$ cat config.mk
export PLATFORM = sky130hd
export DESIGN_NAME = pulse_train_tx_flat
export DESIGN_NICKNAME = d
export VERILOG_FILES = /design/src/rtl/pulse_train_tx_if.sv /design/src/rtl/pulse_train_tx.sv /design/src/flat_wrapper.sv
export SDC_FILE = /design/constraint.sdc
export NUM_CORES = 1
export LEC_CHECK = 0
export BUFFER_PORTS_ARGS = -buffer_cell sky130_fd_sc_hd__buf_2
export CAP_MARGIN = 20
export CORE_MARGIN = 1
export CORE_UTILIZATION = 52
export DETAILED_ROUTE_END_ITERATION = 7
export GPL_ROUTABILITY_DRIVEN = 0
export PLACE_DENSITY = 0.77
export SETUP_SLACK_MARGIN = 0.1
export SYNTH_ARGS = -nofsm -noshare
export SYNTH_HDL_FRONTEND = slang
export SYNTH_SLANG_ARGS = --single-unit
export TNS_END_PERCENT = 5
$ cat constraint.sdc
create_clock -name clk -period 1.93 [get_ports clk]
set_clock_uncertainty 0.05 [all_clocks]
set_input_delay 0.0965 -clock clk [delete_from_list [all_inputs] [get_ports clk]]
set_output_delay 0.0965 -clock clk [all_outputs]
set_load 0.005 [all_outputs]
$ cat src/rtl/pulse_train_tx_if.sv
// pulse_train_tx handshake and line bundle.
// Master drives requests, slave returns the line and status.
interface pulse_train_tx_if;
  logic       start;
  logic [7:0] count_in;
  logic       abort;
  logic       signal_out;
  logic       busy;
  logic       done;
  logic [7:0] pulses_sent;

  modport master (
    output start, count_in, abort,
    input  signal_out, busy, done, pulses_sent
  );

  modport slave (
    input  start, count_in, abort,
    output signal_out, busy, done, pulses_sent
  );
endinterface

$ cat src/rtl/pulse_train_tx.sv
// Emits a train of N low-going pulses, one falling edge each.
// Loaded via start/busy/done; all outputs come straight from flops.
module pulse_train_tx #(
  parameter int LOW_CYCLES  = 2,
  parameter int HIGH_CYCLES = 2
) (
  input logic             clk,
  input logic             reset,
  pulse_train_tx_if.slave bus
);

  localparam int MAXC = (LOW_CYCLES > HIGH_CYCLES) ?
                        LOW_CYCLES : HIGH_CYCLES;
  localparam int CW   = (MAXC > 1) ? $clog2(MAXC) : 1;

  typedef enum logic [1:0] {
    IDLE,
    LOW,
    HIGH
  } state_e;

  state_e          state_q, state_d;
  logic [CW-1:0]   cnt_q, cnt_d;
  logic [7:0]      tgt_q, tgt_d;
  logic [7:0]      sent_q, sent_d;
  logic            sig_q, sig_d;
  logic            busy_q, busy_d;
  logic            done_q, done_d;

  logic            go;
  logic            low_end;
  logic            high_end;
  logic            last;

  assign go       = bus.start && !bus.abort;
  assign low_end  = cnt_q == CW'(LOW_CYCLES - 1);
  assign high_end = cnt_q == CW'(HIGH_CYCLES - 1);
  assign last     = sent_q == tgt_q;

  always_ff @(posedge clk) begin
    if (reset) begin
      state_q <= IDLE;
      cnt_q   <= '0;
      tgt_q   <= '0;
      sent_q  <= '0;
      sig_q   <= 1'b1;
      busy_q  <= 1'b0;
      done_q  <= 1'b0;
    end else begin
      state_q <= state_d;
      cnt_q   <= cnt_d;
      tgt_q   <= tgt_d;
      sent_q  <= sent_d;
      sig_q   <= sig_d;
      busy_q  <= busy_d;
      done_q  <= done_d;
    end
  end

  always_comb begin
    state_d = state_q;
    unique case (state_q)
      IDLE: begin
        if (go && bus.count_in != 8'd0)
          state_d = LOW;
      end
      LOW: begin
        if (bus.abort)
          state_d = IDLE;
        else if (low_end)
          state_d = HIGH;
      end
      HIGH: begin
        if (bus.abort)
          state_d = IDLE;
        else if (high_end)
          state_d = last ? IDLE : LOW;
      end
      default: state_d = IDLE;
    endcase
  end

  // Line level and busy follow the next state so they toggle on the
  // same edge as the transition.
  always_comb begin
    sig_d  = state_d != LOW;
    busy_d = state_d != IDLE;
    cnt_d  = '0;
    if (state_d != IDLE && state_d == state_q)
      cnt_d = cnt_q + 1'b1;
    tgt_d  = tgt_q;
    sent_d = sent_q;
    done_d = 1'b0;
    unique case (state_q)
      IDLE: begin
        if (go) begin
          tgt_d  = bus.count_in;
          sent_d = (bus.count_in != 8'd0) ? 8'd1 : 8'd0;
          done_d = bus.count_in == 8'd0;
        end
      end
      HIGH: begin
        if (!bus.abort && high_end) begin
          if (last)
            done_d = 1'b1;
          else
            sent_d = sent_q + 8'd1;
        end
      end
      default: ;
    endcase
  end

  assign bus.signal_out  = sig_q;
  assign bus.busy        = busy_q;
  assign bus.done        = done_q;
  assign bus.pulses_sent = sent_q;

endmodule

$ cat src/flat_wrapper.sv
// flat-port wrapper written by rule: the top's interface ports become plain ports
module pulse_train_tx_flat 
#(
  parameter int LOW_CYCLES  = 2,
  parameter int HIGH_CYCLES = 2
)
  (clk, reset, bus_start, bus_count_in, bus_abort, bus_signal_out, bus_busy, bus_done, bus_pulses_sent);
  pulse_train_tx_if bus_i ();
  input logic clk;
  input logic reset;
  input wire logic [$bits(bus_i.start)-1:0] bus_start;
  input wire logic [$bits(bus_i.count_in)-1:0] bus_count_in;
  input wire logic [$bits(bus_i.abort)-1:0] bus_abort;
  output wire logic [$bits(bus_i.signal_out)-1:0] bus_signal_out;
  output wire logic [$bits(bus_i.busy)-1:0] bus_busy;
  output wire logic [$bits(bus_i.done)-1:0] bus_done;
  output wire logic [$bits(bus_i.pulses_sent)-1:0] bus_pulses_sent;
  assign bus_i.start = bus_start;
  assign bus_i.count_in = bus_count_in;
  assign bus_i.abort = bus_abort;
  assign bus_signal_out = bus_i.signal_out;
  assign bus_busy = bus_i.busy;
  assign bus_done = bus_i.done;
  assign bus_pulses_sent = bus_i.pulses_sent;
  pulse_train_tx #(.LOW_CYCLES(LOW_CYCLES), .HIGH_CYCLES(HIGH_CYCLES)) u_core (.clk(clk), .reset(reset), .bus(bus_i));
endmodule
Word level (Yosys, flattened, before mapping)
Cells that the tools add are included.
W data, S select, Z words.
{ "totals": {"ff_bits": 22} }
{ "op_classes": {"addsub": 2, "n_eq_ne": 8, "mux": 16, "bitwise_logic": 1, "reduce_logical": 13} }
{ "op_table": {"columns": ["op", "count"], "rows": [
  ["$mux W8", 3],
  ["$pmux W8 S2", 1],
  ["$mux W2", 5],
  ["$add A8 B1 Y8 const B", 1],
  ["$eq A8 B8 Y1", 1],
  ["$logic_not A8 Y1", 1],
  ["$reduce_bool A8 Y1", 1],
  ["$ne A2 B1 Y1 const B", 3],
  ["$pmux W2 S3", 1],
  ["$mux W1", 5],
  ["$logic_and A1 B1 Y1", 4],
  ["$reduce_and A4 Y1", 1],
  ["$reduce_bool A2 Y1", 2],
  ["$eq A2 B1 Y1 const B", 1],
  ["$eq A2 B2 Y1", 1],
  ["$eq A2 B2 Y1 const B", 1],
  ["$logic_not A2 Y1", 1],
  ["$ne A2 B2 Y1 const B", 1],
  ["$pmux W1 S2", 1],
  ["$reduce_and A2 Y1", 1],
  ["$reduce_or A2 Y1", 1],
  ["$add A1 B1 Y1 const B", 1],
  ["$logic_not A1 Y1", 1],
  ["$not A1 Y1", 1]
]} }

Logic depth before layout (Yosys ltp)
Gate-level depths: netlist of run 1.
{ "logic_depth": {"depth_word": 9, "depth_mapped": 6, "mapped_depth_nobuf": 5} }

Worst setup path before layout of run 1
Ideal clock, no wire load.
{ "synth_timing": {"path_type": "register to register", "from": "register u_core.state_q[1]", "to": "register u_core.sent_q[3], in the netlist u_core.bus.pulses_sent[3]", "setup_ns": 0.069, "arrival_time_ns": 1.507, "required_time_ns": 1.811, "setup_slack_ns": 0.305, "stages_incl_launch_ff": 6, "period_less_slack_ns": 1.625, "cell_sequence": "dfxtp_1 nand2b_1 a211o_1 a31oi_4 or4b_1 o21ai_1"} }
{ "synth_via": {"elab_chain_cells": 3, "word_cells_on_any_way": 8} }
{ "synth_lines": {"columns": ["item", "line_no", "text"], "rows": [
  ["start: declaration", "pulse_train_tx.sv:22", "state_e state_q, state_d;"],
  ["start signal: assignment", "pulse_train_tx.sv:50", "state_q <= state_d;"],
  ["$eq A2 B2 Y1 / $logic_not A2 Y1 (equally long branches)", "pulse_train_tx.sv:94", "unique case (state_q)"],
  ["$ne A2 B2 Y1 (no source line) (tied with other cells)", null, null],
  ["$reduce_and A4 Y1 (no source line)", null, null],
  ["end signal: assignment", "pulse_train_tx.sv:53", "sent_q <= sent_d;"],
  ["end: declaration", "pulse_train_tx.sv:25", "logic [7:0] sent_q, sent_d;"]
]} }
Several ways; a longest one is shown, not always the timed one.
A chain may end at the register's enable or synchronous reset.

Worst setup path after layout of run 1
{ "layout_timing": {"from": "register u_core.sent_q[5], in the netlist u_core.bus.pulses_sent[5]", "to": "register u_core.sent_q[3], in the netlist u_core.bus.pulses_sent[3]"} }
{ "layout_via": {"elab_chain_cells": 3} }
{ "layout_lines": {"columns": ["item", "line_no", "text"], "rows": [
  ["$eq A8 B8 Y1", "pulse_train_tx.sv:38", "assign last = sent_q == tgt_q;"],
  ["$ne A2 B2 Y1 (no source line)", null, null],
  ["$reduce_and A4 Y1 (no source line)", null, null]
]} }
Every way passes these cells.

==> impl_metrics.env, run 1 <==
export IMPL_area_growth_syn_to_layout_pct=28.9
export IMPL_max_freq_ghz=0.548
export IMPL_clock_sinks=22
export IMPL_cpPeakStageDelay_ns=0.47
export IMPL_drt_wirelength_per_cell_um=13.5
export IMPL_rsz0062_at_grt="true"
export IMPL_cts_made_buffers=3
export IMPL_status="complete, no violations"
export IMPL_grt_ovfl_total=0
export IMPL_drt_iter0_markers=42
export IMPL_r2r_end="u_core.bus.pulses_sent[3]"
export IMPL_clockBufferDepth=2
export IMPL_syn_area_per_cell_um2=8.72
export IMPL_cts_root_buf="clkbuf_4"
export IMPL_cts_tree="yes"
export IMPL_route_antenna_remaining_nets=0
export IMPL_top_level_ports=23
export IMPL_start_kind="flip-flop"
export IMPL_ys_seq_area_share_pct=40.7
export IMPL_ys_types=36
export IMPL_cp_required_ns=2.13
export IMPL_worst_slew_pin_slew_ns=0.562
export IMPL_grt_pass1_vias=888
export IMPL_grt_max_degree=17
export IMPL_layout_min_cycle_time_ns=1.83
export IMPL_netlist_area_mm2=0.00108
export IMPL_relSlewSlack_pct=62.0
export IMPL_leakagePower_nw=0.594
export IMPL_grtUsageTotal_pct=24.1
export IMPL_critical_path_arrival_ns=2.02
export IMPL_rows=16
export IMPL_path_clk_slew_ns=0.12
export IMPL_nets=175
export IMPL_power_density_mw_per_mm2=621
export IMPL_r2r_start="u_core.bus.pulses_sent[5]"
export IMPL_synth_edf_count=0
export IMPL_finalPower_uw=866
export IMPL_die_h_um=47.6
export IMPL_drive_gt1_share_pct=24.2
export IMPL_diodes=0
export IMPL_n_fill_cell=164
export IMPL_grt_pass1_wl_mm=3.70
export IMPL_clk_latency_ns=0.31
export IMPL_start_util_pct=55.1
export IMPL_stdcell_area_mm2=0.00139
export IMPL_critical_path_buf_inv_count=1
export IMPL_synth_seq_cells=22
export IMPL_die_area_mm2=0.00227
export IMPL_irDropWorstVdd_mv=0.550
export IMPL_viasPerCell=5.41
export IMPL_hold_class="input port to flip-flop"
export IMPL_wirelength_mm=2.54
export IMPL_firstDrtPassIters=4
export IMPL_hold_path_endpoint="u_core.tgt_q[0]"
export IMPL_min_from="reset"
export IMPL_hold_viol_final=0
export IMPL_rr_worst_depth=6
export IMPL_die_w_um=47.6
export IMPL_coreArea_mm2=0.00196
export IMPL_yosysWarnings=0
export IMPL_crit_family="simple AND/OR/NAND/NOR gates"
export IMPL_finalSetupTns_ns=0
export IMPL_crit_path_max_fanout=5
export IMPL_synth_area_leaders="dfxtp_1 41%, nand2_1 7.6%, xor2_1 6.5%"
export IMPL_cp_end_kind="flip-flop"
export IMPL_dp_hpwl_mm=1.70
export IMPL_synth_async_reset_ratio_pct=0
export IMPL_slew_viol_final=0
export IMPL_setup_worst_path_class="flip-flop to flip-flop"
export IMPL_synth_main_ff_cell="dfxtp_1"
export IMPL_yosys_area_top_type="dfxtp_1"
export IMPL_syn_nets=137
export IMPL_synth_top_area_share_pct=40.7
export IMPL_timing_hold_ws_ns=0.0975
export IMPL_setup_violations=0
export IMPL_dp_cells=173
export IMPL_htreeDepth=1
export IMPL_vias=1017
export IMPL_drc_errors=0
export IMPL_io_buffers=22
export IMPL_fin_crit_sh_pct=94.6
export IMPL_worst_path_max_delay_cell="or4b_1"
export IMPL_grt_antenna_before_repair=0
export IMPL_synthCells=124
export IMPL_whs_path_depth=2
export IMPL_drv_cap=0
export IMPL_placed_area_mm2=0.00124
export IMPL_ff2ff_setup_slack_ns=0.10
export IMPL_crit_chain="xor2_1 -> nor4_4 -> buf_4 -> a31oi_4 -> or4b_1 -> o21ai_1"
export IMPL_fin_cells=188
export IMPL_yosys_top_cells_count="22 x dfxtp_1, 22 x nand2_1, 13 x a21oi_1, 9 x nor2_1, 8 x xor2_1"
cell families after synthesis:
group | after synthesis | share of synthesized area (%)
flops | 22 | 40.7
compound gates | 26 | 17.1
buf+inv | 6 | 2.08
xor+xnor | 10 | 8.10
simple gates | 59 | 30.8
fa+ha+maj | 1 | 1.16
area by class of cell:
class	instances	area [um^2]	share of cell area, %
Clock buffer	4	36.3	2.60
Inverter	3	11.3	0.808
Multi-Input combinational cell	97	642	46.1
Sequential cell	22	440	31.6
Timing Repair Buffer	35	230	16.5
Tap cell	27	33.8	2.42
how the worst max path moves through the flow:
stage	startpoint	to	cells past startpoint
2_1_floorplan	u_core.state_q[1]	u_core.bus.pulses_sent[3]	5
3_3_place_gp	u_core.bus.pulses_sent[5]	u_core.bus.busy	5
3_5_place_dp	u_core.bus.pulses_sent[5]	u_core.bus.busy	5
4_1_cts	u_core.bus.pulses_sent[5]	u_core.bus.busy	5
5_1_grt	u_core.bus.pulses_sent[1]	u_core.bus.pulses_sent[3]	6
6_report	u_core.bus.pulses_sent[5]	u_core.bus.pulses_sent[3]	6
report_power, final:
group          internal (mW)  switching, mW  leakage [nW]
clock network          0.115          0.135        0.0210
registers              0.468         0.0109         0.179
logic                 0.0642         0.0731         0.394
total                  0.647          0.219         0.594
placed cells by master (no fill, tap or decap), types with 3 or more instances in the layout:
cell type,n
buf_2,22
nand2b_1,3
xor2_1,7
nand2_1,22
dlygate4sd3_1,9
a21oi_1,13
clkbuf_4,3
buf_4,4
inv_1,3
a311oi_1,3
dfxtp_1,22
nor2_1,9
nand3_1,4
registers in the layout (all words and copies together) (netlist names):
signal / cells
u_core.bus.pulses_sent: 8
u_core.tgt_q: 8
u_core.state_q: 2
u_core.bus.busy: 1
u_core.bus.done: 1
u_core.bus.signal_out: 1
u_core.cnt_q: 1
metrics by stage:
step	setup WS, ns	utilization [%]
3_5_place_dp	0.143	63.0
6_report	0.104	71.0
5_1_grt	0.0250	71.0
4_1_cts	0.122	69.5
2_1_floorplan	0.305	-
3_3_place_gp	0.169	63.0
metal layers:
| metal | track usage, % | wire, um | vias up |
|---|---|---|---|
| li1 | - | - | 510 |
| met1 | 30.0 | 1120 | 471 |
| met2 | 40.0 | 1290 | 34 |
| met3 | 4.91 | 116 | 2 |
| met4 | 11.1 | 15 | 0 |
| met5 | 0 | 0 | - |
what timing repair did:
item | CTS | global route
setup buffers | 0 | 1
endpoints found under the hold margin | 10 | 0
hold buffers | 9 | 0
gates resized for setup | 0 | 2
setup endpoints to repair | 0 | 4
No activity file was read; power rests on OpenSTA's default activity.
==> run 2, diff against run 1 <==
--- a/config.mk
+++ b/config.mk
@@ -12,6 +12,7 @@
 export DETAILED_ROUTE_END_ITERATION = 7
 export GPL_ROUTABILITY_DRIVEN = 0
 export PLACE_DENSITY = 0.77
+export REMOVE_ABC_BUFFERS = 1
 export SETUP_SLACK_MARGIN = 0.1
 export SYNTH_ARGS = -nofsm -noshare
 export SYNTH_HDL_FRONTEND = slang
==> impl_metrics.env, run 2 (synthesis gave the netlist of run 1 again) <==
export IMPL_power_density_mw_per_mm2=569
export IMPL_p_sw_share_pct=26.8
export IMPL_area_growth_syn_to_layout_pct=36.5
export IMPL_hold_class="input port to flip-flop"
export IMPL_finalSetupTns_ns=0
export IMPL_clk_latency_ns=0.31
export IMPL_relSlewSlack_pct=63.6
export IMPL_fin_crit_sh_pct=93.3
export IMPL_cts_made_buffers=3
export IMPL_n_fill_cell=149
export IMPL_max_freq_ghz=0.555
export IMPL_die_area_mm2=0.00227
export IMPL_drc_errors=0
export IMPL_setup_worst_path_class="flip-flop to flip-flop"
export IMPL_drv_cap=0
export IMPL_drt_iter0_markers=49
export IMPL_cts_root_buf="clkbuf_4"
export IMPL_final_cell_mix="22 x nand2_1, 22 x buf_2, 13 x a21oi_1"
export IMPL_sequentialPowerShare_pct=57.6
export IMPL_p_comb_share_pct=17.6
export IMPL_hold_viol_final=0
export IMPL_crit_path_max_fanout=7
export IMPL_grt_antenna_before_repair=0
export IMPL_diodes=0
export IMPL_critical_path_arrival_ns=1.98
export IMPL_start_kind="flip-flop"
export IMPL_route_antenna_remaining_nets=0
export IMPL_drive_gt1_share_pct=36.8
export IMPL_grtUsageTotal_pct=24.6
export IMPL_die_h_um=47.6
export IMPL_firstDrtPassIters=4
export IMPL_rsz0062_at_grt="true"
export IMPL_status="complete, no violations"
export IMPL_worst_path_max_delay_cell="or4b_1"
export IMPL_rows=16
export IMPL_top_level_ports=23
export IMPL_crit_chain="nand2b_1 -> a211o_1 -> a31oi_4 -> or4b_1 -> o21ai_1"
export IMPL_leakagePower_nw=0.605
export IMPL_top_layer_used="met4"
export IMPL_viasPerCell=5.70
export IMPL_wirelength_mm=2.77
export IMPL_cts_tree="yes"
export IMPL_die_w_um=47.6
export IMPL_cpPeakStageDelay_ns=0.45
export IMPL_dp_hpwl_mm=1.75
export IMPL_slew_viol_final=0
export IMPL_grt_ovfl_total=0
export IMPL_coreArea_mm2=0.00196
export IMPL_fin_util_pct=75.2
export IMPL_grt_max_degree=17
export IMPL_worst_slew_pin_slew_ns=0.545
export IMPL_p_int_uw=614
export IMPL_detailroute_wirelength_met3_um=200
export IMPL_drt_wirelength_per_cell_um=14.6
export IMPL_io_buffers=22
export IMPL_vias=1083
export IMPL_clock_power_share_pct=24.7
export IMPL_layout_min_cycle_time_ns=1.80
export IMPL_nets=178
export IMPL_cp_end_kind="flip-flop"
export IMPL_clock_sinks=22
export IMPL_start_util_pct=55.1
export IMPL_p_sw_uw=225
export IMPL_grt_pass1_wl_mm=3.83
export IMPL_setup_violations=0
export IMPL_path_clk_slew_ns=0.12
export IMPL_met1_length_mm=1.16
export IMPL_clockBufferDepth=2
export IMPL_route_met2_wl_mm=1.38
export IMPL_irDropWorstVdd_mv=0.492
export IMPL_cp_required_ns=2.11
export IMPL_grt_pass1_vias=871
export IMPL_htreeDepth=1
## run 2: changes by cell type in the layout (fill, tap and decap cells not counted), sizes merged
| cell | before | now |
|---|---|---|
| clkbuf | 4 | 3 |
| buf | 26 | 29 |
## run 2: power by group through the flow
stage	sequential [mW]	combinational (mW)	clock (mW)
floorplan	0.488	0.0679	0
global placement	0.489	0.103	0
detailed placement	0.490	0.106	0
CTS	0.479	0.119	0.218
global route	0.485	0.159	0.226
finish	0.483	0.148	0.207
## run 2: final timing paths
path,slack [ns],endpoint,from,cells after the start
setup reg to reg,0.13,u_core.bus.pulses_sent[3],u_core.state_q[1],5
setup / recovery,0.13,u_core.bus.pulses_sent[3],u_core.state_q[1],5
hold / removal,0.09,u_core.bus.pulses_sent[1],reset,2
hold reg to reg,0.43,u_core.cnt_q,u_core.cnt_q,1
## run 2: cell type report
| cell class | count | area, um^2 | share of cell area [%] |
|---|---|---|---|
| Clock buffer | 3 | 22.5 | 1.53 |
| Inverter | 3 | 11.3 | 0.763 |
| Multi-Input combinational cell | 97 | 702 | 47.6 |
| Sequential cell | 22 | 453 | 30.7 |
| Tap cell | 27 | 33.8 | 2.29 |
| Timing Repair Buffer | 38 | 253 | 17.1 |
## run 2: per-layer routing
metal	up-vias	GRT usage (%)
li1	509	-
met1	513	30.4
met2	56	43.3
met3	5	6.42
met4	0	5.00
met5	-	0
## run 2: worst max-delay path: cells and delay by family (launching register included)
family / cells / cell delay [ns]
AO/OA/AOI/OAI: 3 / 0.68
AND/OR/NAND/NOR: 2 / 0.63
flip-flops: 1 / 0.37
## run 2: what timing repair did
| item | CTS | global route |
|---|---|---|
| setup buffers | 0 | 4 |
| gates resized for setup | 0 | 21 |
| hold endpoints to repair | 10 | 0 |
| cloned | 0 | 1 |
| endpoints found under the setup margin | 2 | 6 |
| hold buffers | 9 | 0 |
| pin swaps | 1 | 4 |
## run 2: per-stage QoR
step | cells | hold WS [ns] | power, mW | area (um^2) | setup WS [ns]
4_1_cts | 185 | 0.0800 | 0.816 | 1350 | 0.0888
2_1_floorplan | 121 | 0.116 | 0.555 | 1070 | -0.0760
6_report | 190 | 0.0939 | 0.839 | 1480 | 0.130
3_3_place_gp | 173 | 0.297 | 0.592 | 1240 | 0.117
5_1_grt | 190 | 0.101 | 0.871 | 1480 | 0.0710
3_5_place_dp | 173 | 0.306 | 0.595 | 1240 | 0.102
